[src/rtl/vga_timing_gen_if.sv]
// vga_timing_gen_if: pixel tick in, raster timing out, between the divider, the timing generator and the renderer.
interface vga_timing_gen_if #(
    parameter int HW = 10,
    parameter int VW = 10
);
    logic          pixen;
    logic          hsync;
    logic          vsync;
    logic          visible;
    logic [HW-1:0] hcount;
    logic [VW-1:0] vcount;
    logic          line_start;
    logic          frame_start;

    modport master (
        input  pixen,
        output hsync, vsync, visible, hcount, vcount, line_start, frame_start
    );

    modport slave (
        output pixen,
        input  hsync, vsync, visible, hcount, vcount, line_start, frame_start
    );
endinterface

[src/rtl/vga_timing_gen.sv]
// vga_timing_gen: VGA raster counters, sync phases and line/frame strobes, advanced by a pixel clock enable.
module vga_timing_gen #(
    parameter int H_ACTIVE = 640,
    parameter int H_FP     = 16,
    parameter int H_SYNC   = 96,
    parameter int H_BP     = 48,
    parameter int V_ACTIVE = 480,
    parameter int V_FP     = 10,
    parameter int V_SYNC   = 2,
    parameter int V_BP     = 33,
    parameter bit SYNC_POL = 1'b0
) (
    input  logic             clk,
    input  logic             reset,
    vga_timing_gen_if.master vga
);
    localparam int HTOT = H_ACTIVE + H_FP + H_SYNC + H_BP;
    localparam int VTOT = V_ACTIVE + V_FP + V_SYNC + V_BP;
    localparam int HW   = $clog2(HTOT);
    localparam int VW   = $clog2(VTOT);
    localparam logic [HW-1:0] H_LAST    = HW'(HTOT - 1);
    localparam logic [HW-1:0] H_TO_FP   = HW'(H_ACTIVE);
    localparam logic [HW-1:0] H_TO_SYNC = HW'(H_ACTIVE + H_FP);
    localparam logic [HW-1:0] H_TO_BP   = HW'(H_ACTIVE + H_FP + H_SYNC);
    localparam logic [VW-1:0] V_LAST    = VW'(VTOT - 1);
    localparam logic [VW-1:0] V_TO_FP   = VW'(V_ACTIVE);
    localparam logic [VW-1:0] V_TO_SYNC = VW'(V_ACTIVE + V_FP);
    localparam logic [VW-1:0] V_TO_BP   = VW'(V_ACTIVE + V_FP + V_SYNC);

    if (H_ACTIVE == 0 || H_FP == 0 || H_SYNC == 0 || H_BP == 0 ||
        V_ACTIVE == 0 || V_FP == 0 || V_SYNC == 0 || V_BP == 0) begin : g_bad_param
        $error("vga_timing_gen: every timing parameter must be non-zero");
    end

    typedef enum logic [1:0] {ACT, FP, SYNC, BP} phase_t;

    phase_t        hphase, vphase, hphase_n, vphase_n;
    logic [HW-1:0] hcount_n;
    logic [VW-1:0] vcount_n;
    logic          hwrap, vwrap;

    // Phases are decided from the next counter values so outputs land on the same edge as the counters.
    always_comb begin
        hwrap    = vga.hcount == H_LAST;
        vwrap    = vga.vcount == V_LAST;
        hcount_n = hwrap ? '0 : vga.hcount + 1'b1;
        vcount_n = !hwrap ? vga.vcount : vwrap ? '0 : vga.vcount + 1'b1;
        hphase_n = hwrap ? ACT :
                   hcount_n == H_TO_FP   ? FP   :
                   hcount_n == H_TO_SYNC ? SYNC :
                   hcount_n == H_TO_BP   ? BP   : hphase;
        vphase_n = !hwrap ? vphase :
                   vwrap ? ACT :
                   vcount_n == V_TO_FP   ? FP   :
                   vcount_n == V_TO_SYNC ? SYNC :
                   vcount_n == V_TO_BP   ? BP   : vphase;
    end

    always_ff @(posedge clk or negedge reset) begin
        if (!reset) begin
            vga.hcount      <= '0;
            vga.vcount      <= '0;
            hphase          <= ACT;
            vphase          <= ACT;
            vga.hsync       <= ~SYNC_POL;
            vga.vsync       <= ~SYNC_POL;
            vga.visible     <= 1'b1;
            vga.line_start  <= 1'b0;
            vga.frame_start <= 1'b0;
        end else begin
            vga.line_start  <= vga.pixen && hwrap;
            vga.frame_start <= vga.pixen && hwrap && vwrap;
            if (vga.pixen) begin
                vga.hcount  <= hcount_n;
                vga.vcount  <= vcount_n;
                hphase      <= hphase_n;
                vphase      <= vphase_n;
                vga.hsync   <= hphase_n == SYNC ? SYNC_POL : ~SYNC_POL;
                vga.vsync   <= vphase_n == SYNC ? SYNC_POL : ~SYNC_POL;
                vga.visible <= hphase_n == ACT && vphase_n == ACT;
            end
        end
    end
endmodule
[src/flat_wrapper.sv]
// flat-port wrapper written by rule: the top's interface ports become plain ports
module vga_timing_gen_flat 
#(
    parameter int H_ACTIVE = 640,
    parameter int H_FP     = 16,
    parameter int H_SYNC   = 96,
    parameter int H_BP     = 48,
    parameter int V_ACTIVE = 480,
    parameter int V_FP     = 10,
    parameter int V_SYNC   = 2,
    parameter int V_BP     = 33,
    parameter bit SYNC_POL = 1'b0
)
  (clk, reset, vga_pixen, vga_hsync, vga_vsync, vga_visible, vga_hcount, vga_vcount, vga_line_start, vga_frame_start);
  vga_timing_gen_if vga_i ();
  input  logic clk;
  input  logic reset;
  input wire logic [$bits(vga_i.pixen)-1:0] vga_pixen;
  output wire logic [$bits(vga_i.hsync)-1:0] vga_hsync;
  output wire logic [$bits(vga_i.vsync)-1:0] vga_vsync;
  output wire logic [$bits(vga_i.visible)-1:0] vga_visible;
  output wire logic [$bits(vga_i.hcount)-1:0] vga_hcount;
  output wire logic [$bits(vga_i.vcount)-1:0] vga_vcount;
  output wire logic [$bits(vga_i.line_start)-1:0] vga_line_start;
  output wire logic [$bits(vga_i.frame_start)-1:0] vga_frame_start;
  assign vga_i.pixen = vga_pixen;
  assign vga_hsync = vga_i.hsync;
  assign vga_vsync = vga_i.vsync;
  assign vga_visible = vga_i.visible;
  assign vga_hcount = vga_i.hcount;
  assign vga_vcount = vga_i.vcount;
  assign vga_line_start = vga_i.line_start;
  assign vga_frame_start = vga_i.frame_start;
  vga_timing_gen #(.H_ACTIVE(H_ACTIVE), .H_FP(H_FP), .H_SYNC(H_SYNC), .H_BP(H_BP), .V_ACTIVE(V_ACTIVE), .V_FP(V_FP), .V_SYNC(V_SYNC), .V_BP(V_BP), .SYNC_POL(SYNC_POL)) u_core (.clk(clk), .reset(reset), .vga(vga_i));
endmodule
[config.mk]
export PLATFORM = sky130hd
export DESIGN_NAME = vga_timing_gen_flat
export DESIGN_NICKNAME = d
export VERILOG_FILES = /design/src/rtl/vga_timing_gen_if.sv /design/src/rtl/vga_timing_gen.sv /design/src/flat_wrapper.sv
export SDC_FILE = /design/constraint.sdc
export NUM_CORES = 1
export LEC_CHECK = 0
export CAP_MARGIN = 20
export CELL_PAD_IN_SITES_DETAIL_PLACEMENT = 1
export CELL_PAD_IN_SITES_GLOBAL_PLACEMENT = 1
export CORE_AREA = 2 2 104 56
export CTS_CLUSTER_DIAMETER = 30
export DETAILED_ROUTE_END_ITERATION = 7
export DIE_AREA = 0 0 106 58
export GPL_TIMING_DRIVEN = 0
export PLACE_DENSITY_LB_ADDON = 0.1
export SLEW_MARGIN = 20
export SYNTH_ARGS = -nofsm -noshare
export SYNTH_HDL_FRONTEND = slang
export SYNTH_SLANG_ARGS = --single-unit
[constraint.sdc]
create_clock -name clk -period 3.1 [get_ports clk]
set_input_delay 0.62 -clock clk [delete_from_list [all_inputs] [get_ports clk]]
set_output_delay 0.62 -clock clk [all_outputs]
set_load 0.05 [all_outputs]
* After elaboration in Yosys (flattened, before gate mapping) *
Cells that the tools add are included.

cells by class
  eq/ne operators = 10
  $add $sub $neg = 2
  mux-type cells = 14
  reductions and logical operators = 5

operators with widths
  operator                                        number
  == test 10 bit, second input constant           5
  == test 10 x 9 -> 1 bit, second input constant  3
  2-to-1 mux 10 bit                               3
  adder 10 x 1 -> 10 bit, second input constant   2
  2-to-1 mux 2 bit                                9
  == test 2 bit, second input constant            2
  zero test 2 bit                                 2
  logical AND 1 bit                               3
  2-to-1 mux 1 bit                                2

word-level totals
  register bits after elaboration = 29
  output and inout bits = 25

* Longest topological paths before layout *
  depth in word-level cells = 11
  mapped depth = 11

* Least setup slack after synthesis *
OpenSTA, ideal clock, no wires.

  path kind = register to register
  start point = reg u_core.vga.hcount[0]
  end point = reg u_core.vga.visible
  arrival = 3,120 ps
  required time = 3,027 ps
  library setup time = 73 ps
  slack = -93 ps
  cell stages (with the launch flop) = 9
  path through = dfrtp_1 -> ha_1 -> nand4_1 -> or3_4 -> nor4_4 -> o2111ai_2 -> o41a_1 -> o311a_1 -> a21oi_1

between the ends
  word-level cells in the longest chain between the ends = 10

RTL lines
  element                                                         RTL line                 text
  start: declaration                                              vga_timing_gen_if.sv:17  output hsync, vsync, visible, hcount, vcount, line_start, frame_start
  start signal: assignment                                        vga_timing_gen.sv:74     vga.hcount <= hcount_n;
  branches (longest 9 deep; another with adder 10 x 1 -> 10 bit)  --
  logical AND 1 bit *                                             vga_timing_gen.sv:80     vga.visible <= hphase_n == ACT && vphase_n == ACT;
  end signal: assignment                                          vga_timing_gen.sv:67     vga.visible <= 1'b1;
  end signal: assignment                                          vga_timing_gen.sv:80
  end: declaration                                                vga_timing_gen_if.sv:17

Every way passes the cells marked *.
A chain may end at the register's enable or synchronous reset.

* Worst setup path after layout *
  start point = reg u_core.vga.hcount[5]
  end point = reg u_core.vga.vsync

between the ends
  word-level cells in the longest chain between the ends = 10

RTL lines
  element                  RTL line                 text
  == test 10 bit *         vga_timing_gen.sv:44     hwrap = vga.hcount == H_LAST;
  2-to-1 mux 10 bit        vga_timing_gen.sv:47     vcount_n = !hwrap ? vga.vcount : vwrap ? '0 : vga.vcount + 1'b1;
  == test 10 x 9 -> 1 bit  vga_timing_gen.sv:56     vcount_n == V_TO_BP ? BP : vphase;
  2-to-1 mux 2 bit         vga_timing_gen.sv:56
  2-to-1 mux 2 bit         vga_timing_gen.sv:55     vcount_n == V_TO_SYNC ? SYNC :
  2-to-1 mux 2 bit         vga_timing_gen.sv:54     vcount_n == V_TO_FP ? FP :
  2-to-1 mux 2 bit         vga_timing_gen.sv:53     vwrap ? ACT :
  2-to-1 mux 2 bit *       vga_timing_gen.sv:52     vphase_n = !hwrap ? vphase :
  == test 2 bit *          vga_timing_gen.sv:79     vga.vsync <= vphase_n == SYNC ? SYNC_POL : ~SYNC_POL;
  2-to-1 mux 1 bit *       vga_timing_gen.sv:79
  end signal: assignment   vga_timing_gen.sv:66     vga.vsync <= ~SYNC_POL;
  end signal: assignment   vga_timing_gen.sv:79
  end: declaration         vga_timing_gen_if.sv:17

Every way passes the cells marked *; elsewhere a longest branch is shown, timed or not.

==> impl_metrics.ini <==
[route]
viasPerCell = 6.081
postRouteAntennaNets = 0
drt-total-wl_microns = 7161
first_pass_iters = 4
route.detailed.drc = 0
wire_per_inst_microns = 19.95
vias = 2183
drt-initial-drc-count = 200

[sta]
slew_viol_final = 0
post-route-worst-setup-slack_ns = 0.1182
period_minus_slack_ns = 2.982
slew_headroom = 0.5441
clock_skew_ns = 0.002492
finalCritPeriodShare = 0.9619
max_freq_mhz = 335.4
tightest_slew_ns = 0.6839
setup_violations = 0
hold_viol = 0
finalSetupTns_ns = 0
rsz0062_at_grt = yes

[finish]
seq_area_sq_um = 734.5
flow.area_growth_from_synthesis_pct = 27.19
drive_gt1_frac = 0.1748
nFillCells = 630
nNetsFinal = 293
multi_input_area_sq_um = 1373
antennaDiodeCount = 0
mostFrequentLayoutCells = clkdlybuf4s50_1 (25), nand2_1 (23), nor2_1 (23)
layout_commonest_cell = clkdlybuf4s50_1

[place]
dp_hpwl_microns = 5026
place.gp.congestion = 0.9031
place_ws_ns = -0.1783
port_buffers = 26

[synthesis]
yosysWarnings = 0
syn_inst = 247
async_flop_share = 1.000
synth_xor_area_frac = 0.05344
synth_flop_cell = dfrtp_1
ys_seq_area_frac = 0.3423
synth_top_family_by_area = simple AND/OR/NAND/NOR gates
ys_ff_latch = 29
synth_top_area_share = 0.3053
synth_cell_types = 56
synth.area.mux_share = 0.04932
yosys-top-cells-area = dfrtp_1 (31%), nor2_1 (4.2%), xnor2_1 (4.1%)
yosys.area_share.simple = 0.2419
syn-cell-area_sq_um = 2131
synth_top_area_cell = dfrtp_1
avgSynthCellArea_sq_um = 8.627
synth_adder_area_share = 0.02349
syn-num-nets = 254
synth-compound-area-share = 0.2361
synth_edf_count = 0

[cts]
insertion_delay_ns = 0.29
cts_sinks = 29
htree_levels = 2
clkTransAtPathRegs_ns = 0.06
cts-root-buf = clkbuf_8
cts_buffers = 5
holdBufCountCts = 0
cts_tree = done
clk_path_buf_depth = 2

[worst_setup_path]
max_stage_delay_ns = 0.55
critPathLaunchType = register
cp.required_ns = 3.32
cp.arrival_ns = 3.21
r2r-end = u_core.vga.vsync$_DFFE_PN1P_
path_max_fanout = 10
reg2reg_depth = 7
crit_slowest_cell = or4_1
worstSetupEndpointType = register
r2r-start = u_core.vga.hcount[5]$_DFFE_PN0P_
cp-startpoint = u_core.vga.hcount[5]$_DFFE_PN0P_
crit_chain = or3_4, or3_4, buf_2, or4_1, o41ai_2, o221ai_1, o22a_1
endpoint = u_core.vga.vsync$_DFFE_PN1P_
reg2reg_slack_ns = 0.12
cpMostUsedCell = or3_4
crit_type = register to register

[global_routing]
grt_pass1_vias = 2092
grt_overflow = 0
grtUsageTotal = 0.2480
grt_max_degree = 30
grt_pass1_wl_microns = 11490
antenna_found_initial = 0

[die]
die_h_microns = 58
die_x_microns = 106
initial_core_util = 0.4056
rows = 19
core-area_sq_um = 5254
die_area_sq_um = 6148
io_pins = 28

[power]
ir_drop_mv = 0.3858
finalPower_mw = 1.492
p_per_area_nw_per_um2 = 550.4
leakage_nw = 1.011

[flow_run]
cap_violations = 0

[worst_hold_path]
hold_class = primary input to async pin

[run_status]
status = completed
logic make-up after synthesis:
logic type | count (synthesis)
simple gates | 96
flops | 29
xor+xnor | 13
mux | 10
fa+ha+maj | 4
compound gates | 66
buf+inv | 29
synthesized netlist by cell type, types with 2 or more instances:
| library cell | count |
|---|---|
| mux2i_1 | 6 |
| o21ai_0 | 15 |
| nor3b_1 | 2 |
| xnor2_1 | 10 |
| nand2_1 | 23 |
| a32oi_1 | 2 |
| o21a_1 | 2 |
| ha_1 | 4 |
| buf_1 | 2 |
| nand3_1 | 12 |
| nor2b_1 | 4 |
| o22ai_1 | 2 |
| clkbuf_1 | 10 |
| nand4_1 | 4 |
| buf_2 | 4 |
| a21boi_0 | 2 |
| xor2_1 | 3 |
| nor4_1 | 6 |
| a21oi_1 | 8 |
| o41ai_2 | 2 |
| or3_4 | 2 |
| or4_1 | 2 |
| a311oi_1 | 2 |
| or3_1 | 3 |
| o41ai_1 | 4 |
| o31ai_1 | 5 |
| o311a_1 | 2 |
| and4_1 | 2 |
| dfstp_2 | 3 |
| a32o_1 | 2 |
| nor3_1 | 5 |
| mux2_2 | 4 |
| o211ai_1 | 3 |
| inv_1 | 13 |
| o311ai_0 | 3 |
| dfrtp_1 | 26 |
| nor2_1 | 24 |
worst min-delay path by stage:
stage | slack, ns | startpoint | cells after the start | endpoint
global placement | 0.48 | u_core.vga.hsync$_DFFE_PN1P_ | 2 | u_core.vga.hsync$_DFFE_PN1P_
global route | 0.42 | reset | 1 | u_core.vga.hcount[0]$_DFFE_PN0P_
detailed placement | 0.50 | u_core.vga.hsync$_DFFE_PN1P_ | 2 | u_core.vga.hsync$_DFFE_PN1P_
floorplan | 0.32 | reset | 0 | u_core.hphase[0]$_DFFE_PN0P_
finish | 0.37 | reset | 1 | u_core.vga.hcount[0]$_DFFE_PN0P_
CTS | 0.38 | reset | 1 | u_core.hphase[0]$_DFFE_PN0P_
state kept, by name (all words and copies together) (netlist names):
name,flops
u_core.vga.line_start,1
u_core.vga.frame_start,1
u_core.vga.hsync,1
u_core.vga.hcount,10
u_core.vga.vcount,10
u_core.vga.visible,1
u_core.vphase,2
u_core.hphase,2
u_core.vga.vsync,1
where the power goes:
part	internal [mW]	switching [mW]	total, mW
Combinational	0.228	0.398	0.626
Clock	0.176	0.156	0.332
Sequential	0.441	0.0923	0.533
cell type report:
type,instances,area share
plain buffers,16,0.02585
repair buffers,32,0.1108
multi-input cells,189,0.5065
flip-flops and latches,29,0.2710
inverters,13,0.02031
clock buffers,7,0.03186
well taps,73,0.03370
through the flow:
| step | instance area [sq um] | util | instances | hold slack [ns] |
|---|---|---|---|---|
| 2_1_floorplan | 2133 | - | 247 | 0.3244 |
| 3_3_place_gp | 2485 | 0.4730 | 346 | 0.4813 |
| 3_5_place_dp | 2480 | 0.4720 | 346 | 0.4953 |
| 4_1_cts | 2596 | 0.4942 | 355 | 0.3833 |
| 5_1_grt | 2710 | 0.5158 | 359 | 0.4203 |
| 6_report | 2710 | 0.5158 | 359 | 0.3659 |
what timing repair did:
| action | in CTS | in global routing |
|---|---|---|
| pin swaps | 1 | 5 |
| gates resized for setup | 4 | 18 |
| setup buffers | 2 | 4 |
| setup endpoints to repair | 2 | 4 |
metal layers:
layer  share of wire  wire length, microns  track usage
met5               0                     0            0
met4           0.014                    99      0.07895
met3           0.067                   478      0.05174
met2            0.39                  2823       0.3281
met1            0.52                  3758       0.3952
critical path: cells and delay by family, from the launching register on:
| family | cells | cell delay [ns] |
|---|---|---|
| AO/OA/AOI/OAI | 3 | 0.77 |
| AND/OR/NAND/NOR | 3 | 1.43 |
| flip-flops | 1 | 0.49 |
| buffers and inverters | 1 | 0.22 |
Power figures use the tool's default switching activity.
==> variant 1: new RTL, same flow settings <==
`H_BP` is set to 48 in 2 places; all go to 96.
--- a/src/rtl/vga_timing_gen.sv
+++ b/src/rtl/vga_timing_gen.sv
@@ -3,7 +3,7 @@
     parameter int H_ACTIVE = 640,
     parameter int H_FP     = 16,
     parameter int H_SYNC   = 96,
-    parameter int H_BP     = 48,
+    parameter int H_BP     = 96,
     parameter int V_ACTIVE = 480,
     parameter int V_FP     = 10,
     parameter int V_SYNC   = 2,
--- a/src/flat_wrapper.sv
+++ b/src/flat_wrapper.sv
@@ -4,7 +4,7 @@
     parameter int H_ACTIVE = 640,
     parameter int H_FP     = 16,
     parameter int H_SYNC   = 96,
-    parameter int H_BP     = 48,
+    parameter int H_BP     = 96,
     parameter int V_ACTIVE = 480,
     parameter int V_FP     = 10,
     parameter int V_SYNC   = 2,
Formal check against the unedited RTL: no difference found for any inputs over 10 cycles, from zero or initial values and one cycle with reset low; that may be too few to reach the edited logic, so the function may still have changed.
==> variant 1 against the original RTL <==
- worst setup slack gained 0.011 ns
- routed wire length decreased by 7.1%
- synthesized area up 2.1%
- largest power group unchanged
- sequential power is 14% lower
- utilization is 1.1 points lower
- design area shrank 2.1%
- largest cell class unchanged
- sequential cell count did not move
- critical path type unchanged
- first-iteration DRC count fell by 43%
- total power down 11%
- via count fell by 4.7%
==> variant 1: results (changes against the original RTL) <==
- The flow ran to the end, and the final reports show no timing, DRC or antenna violations.
- The number of global-route vias before repair is 2,015 (-3.7%).
- The met1 wire length is 3700 um (-1.6%).
- The starting DRC count in detailed routing is 115 (-43%).
- The endpoint of the worst setup timing path is u_core.vphase[1].
- The global-route wire length before repair came to 11,000 um (-4.6%).
- The worst voltage drop across the vdd grid is 0.000413 V (+7.2%).
- The number of setup buffers added after CTS came to 0 (-2).
- The static power due to leakage was 0.00104 uW (+3.2%).
- The post-synthesis cell type count is 63 (+13%).
- The share of cells above drive strength 1 came to 16.1% (-1.4 points).
- The global-route usage over all layers is 23.4% (-1.4 points).
- The final net count came to 292 (-0.34%).
- The maximum net fanout on the critical path came to 9 (-1).
- In the post-synthesis netlist, the biggest area contributors are dfrtp_1 (30%), nand2_1 (6.4%), o21ai_0 (5.5%).
- The final weighted congestion of routability-driven global placement is 0.838 (-7.2%).
- For this design, the slowest cell found on the critical path is or4b_4.
- The routed wire length on met3 was 332 um (-31%).
- The synthesized area per cell was 8.70 sq um (+0.89%).
- The worst register-to-register path ends at u_core.vphase[1].
- The layout filler cell count is 635 (+0.79%).
- The maximum single-stage delay on the critical path is 0.63 ns (+0.08 ns).
- The number of gates given a new drive strength after cts came to 0 (-4).
- The pin count of the biggest net entering global routing is 17 (-43%).
- The detailed placer's ending HPWL came to 5040 um (+0.30%).
- The total of buffers placed on input and output ports is 27 (+3.8%).
- In the synthesized netlist, the cells that appear most often are nand2_1 (37), dfrtp_1 (26), o21ai_0 (24), nor2_1 (15), nand3_1 (10).
- The met1 track demand over resource is 38.4% (-1.1 points).
- The net count after synthesis is 257 (+1.2%).
- The worst clock skew is 0.00640 ns (+0.00391 ns).
- The met2 track demand over resource was 31.3% (-1.5 points).
-- variant 1: changes by cell type after synthesis, moves of 5 or more --
cell,change
nor2_1,-9
buf_6,+5
inv_1,-7
a31oi_1,+5
nand2_1,+14
and3_1,+6
o21ai_0,+9
-- variant 1: how the worst min path moves through the flow --
stage	startpoint	endpoint	cells past startpoint
6_report	reset	u_core.vga.vcount[1]	1
5_1_grt	reset	u_core.vga.vcount[1]	1
4_1_cts	reset	u_core.vga.vcount[9]	1
3_5_place_dp	u_core.vga.vsync	u_core.vga.vsync	2
3_3_place_gp	u_core.vga.hsync	u_core.vga.hsync	2
2_1_floorplan	reset	u_core.hphase[0]	0
-- variant 1: logic make-up after synthesis --
group	Yosys count	synth area share (%)
compound gates	70	22.9
xor+xnor	11	4.43
fa+ha+maj	4	2.30
buf+inv	22	6.15
flops	29	33.5
mux	6	2.93
simple gates	108	27.7
-- variant 1: stage by stage --
stage,cell area (sq um),util (%),setup WS [ns],hold WS [ns]
3_3_place_gp,2540,48.3,0.0833,0.476
4_1_cts,2640,50.3,0.0568,0.253
5_1_grt,2650,50.5,0.00634,0.261
6_report,2650,50.5,0.129,0.253
3_5_place_dp,2560,48.7,0.0867,0.490
2_1_floorplan,2180,-,0.0909,0.324
-- variant 1: power breakdown --
part	switching [uW]	internal (uW)	leakage [uW]
logic	349	210	0.000630
clock network	158	156	0.0000450
registers	36.9	421	0.000368
-- variant 1: layout make-up --
class	count	area [sq um]	share of cell area, %
clock inverters	2	10.0	0.377
repair buffers	28	293	11.0
inverters	6	22.5	0.849
flip-flops and latches	29	732	27.6
clock buffers	6	72.6	2.73
plain buffers	16	111	4.20
well taps	73	91.3	3.44
multi-input cells	199	1320	49.8
==> variant 2: new RTL, same settings <==
Made on the original files. Reset style: synchronous (`reset`), changed in one clocked block.
--- a/src/rtl/vga_timing_gen.sv
+++ b/src/rtl/vga_timing_gen.sv
@@ -56,7 +56,7 @@
                    vcount_n == V_TO_BP   ? BP   : vphase;
     end
 
-    always_ff @(posedge clk or negedge reset) begin
+    always_ff @(posedge clk) begin
         if (!reset) begin
             vga.hcount      <= '0;
             vga.vcount      <= '0;
Check against the original RTL: differs if reset is asserted again (counterexample within 4 cycles, from zero or initial values and one cycle with reset low); with reset held inactive, the same outputs for 10 cycles.
==> variant 2 against the original RTL <==
- design area shrank 16%
- sequential cell count is the same
- via count shrank 18%
- synthesized area shrank 16%
- utilization shrank 8.2 points
- critical path depth grew 4
- worst setup slack gained 0.023 ns
- die area is the same
- sequential share of layout area shrank 1.5 points
- hold slack gained 0.10 ns
- routed wire length shrank 21%
Power is not compared: it rests on default switching activity, and its combinational part moved more than twofold at a synthesized area within 25%.
==> variant 2: results (changes against the original RTL) <==
- The startpoint of the worst-slack reg-to-reg timing path is u_core.vga.hcount[0].
- The post-synthesis cell type count is 50 (-11%).
- The mean routed wirelength per cell is 16.7 um (-16%).
- The run finished with clean final reports.
- The final weighted congestion of routability-driven global placement came to 0.855 (-5.3%).
- The sum of internal, switching and leakage power is between 700 and 800 uW.
- The global-route usage over all layers is 19.0% (-5.8 points).
- The placed instance count came to 328 (-5.2%).
- The number of setup buffers added after CTS is 1 (-1).
- The worst hold path belongs to the class reg -> reg.
- The data arrival at the endpoint of the critical path is 3.12 ns (-0.09 ns).
- The worst clock skew was 0.00529 ns (+0.00279 ns).
- The fraction of the mapped netlist area in compound gates is 19.3% (-4.3 points).
- The met2 wire length is 2050 um (-28%).
- The final worst-path setup slack is 0.141 ns (+0.0233 ns).
- The worst setup timing slack at the placement stage was -0.190 ns (-0.0120 ns).
- After synthesis, the cell types taking the most area are dfxtp_1 (33%), nor2_1 (5.5%), nand2_1 (4.4%).
- The portion of netlist area occupied by mux cells is 2.24% (-2.7 points).
- The area share of xor/xnor cells in the synthesized design is 7.85% (+2.5 points).
- The maximum net fanout on the critical path is 8 (-2).
- Grouping stages by cell kind, the critical path spends the most delay in compound AO/OA/AOI/OAI gates.
- The share of cells above drive strength 1 is 8.68% (-8.8 points).
- The fraction of synthesis flops using an asynchronous set or reset pin is 0% (-100 points).
- The max-slew headroom at the worst pin came to 57.0% (+2.6 points).
- The via total after detailed routing came to 1,799 (-18%).
- The sequential area share after synthesis was 32.5% (-1.7 points).
- The starting DRC count in detailed routing is 103 (-49%).
- The met1 wire length is 3320 um (-12%).
- The placement-stage cell area is 2140 sq um (-14%).
- Counting instances in the post-synthesis netlist gives the leading cell types as dfxtp_1 (29), nor2_1 (26), nand2_1 (21), clkbuf_1 (15), a21oi_1 (13).
==> variant 2: kinds of logic (layout without fill, tap and decap cells) <==
logic type                 Yosys count  count (layout)
xor gates and xnor gates            16              16
and+or+nand+nor                     99              99
buffers and inverters               26              62
AOI/OAI and AO/OA                   51              51
DFF                                 29              29
muxes                                4               4
adders and majority gates            4               4
==> variant 2: worst min path at each step <==
| stage | endpoint | slack [ns] | cells past startpoint |
|---|---|---|---|
| floorplan | u_core.hphase[0] | 0.45 | 2 |
| global placement | u_core.hphase[0] | 0.46 | 2 |
| detailed placement | u_core.hphase[0] | 0.46 | 2 |
| CTS | u_core.hphase[0] | 0.47 | 2 |
| global route | u_core.hphase[0] | 0.50 | 2 |
| finish | u_core.hphase[0] | 0.47 | 2 |
==> variant 2: layout make-up <==
type | count | area, sq um
plain buffers | 15 | 67.6
clock buffers | 8 | 80.1
fillers | 650 | 2980
inverters | 8 | 30.0
multi-input cells | 174 | 1130
flip-flops and latches | 29 | 583
well taps | 73 | 91.3
repair buffers | 31 | 298
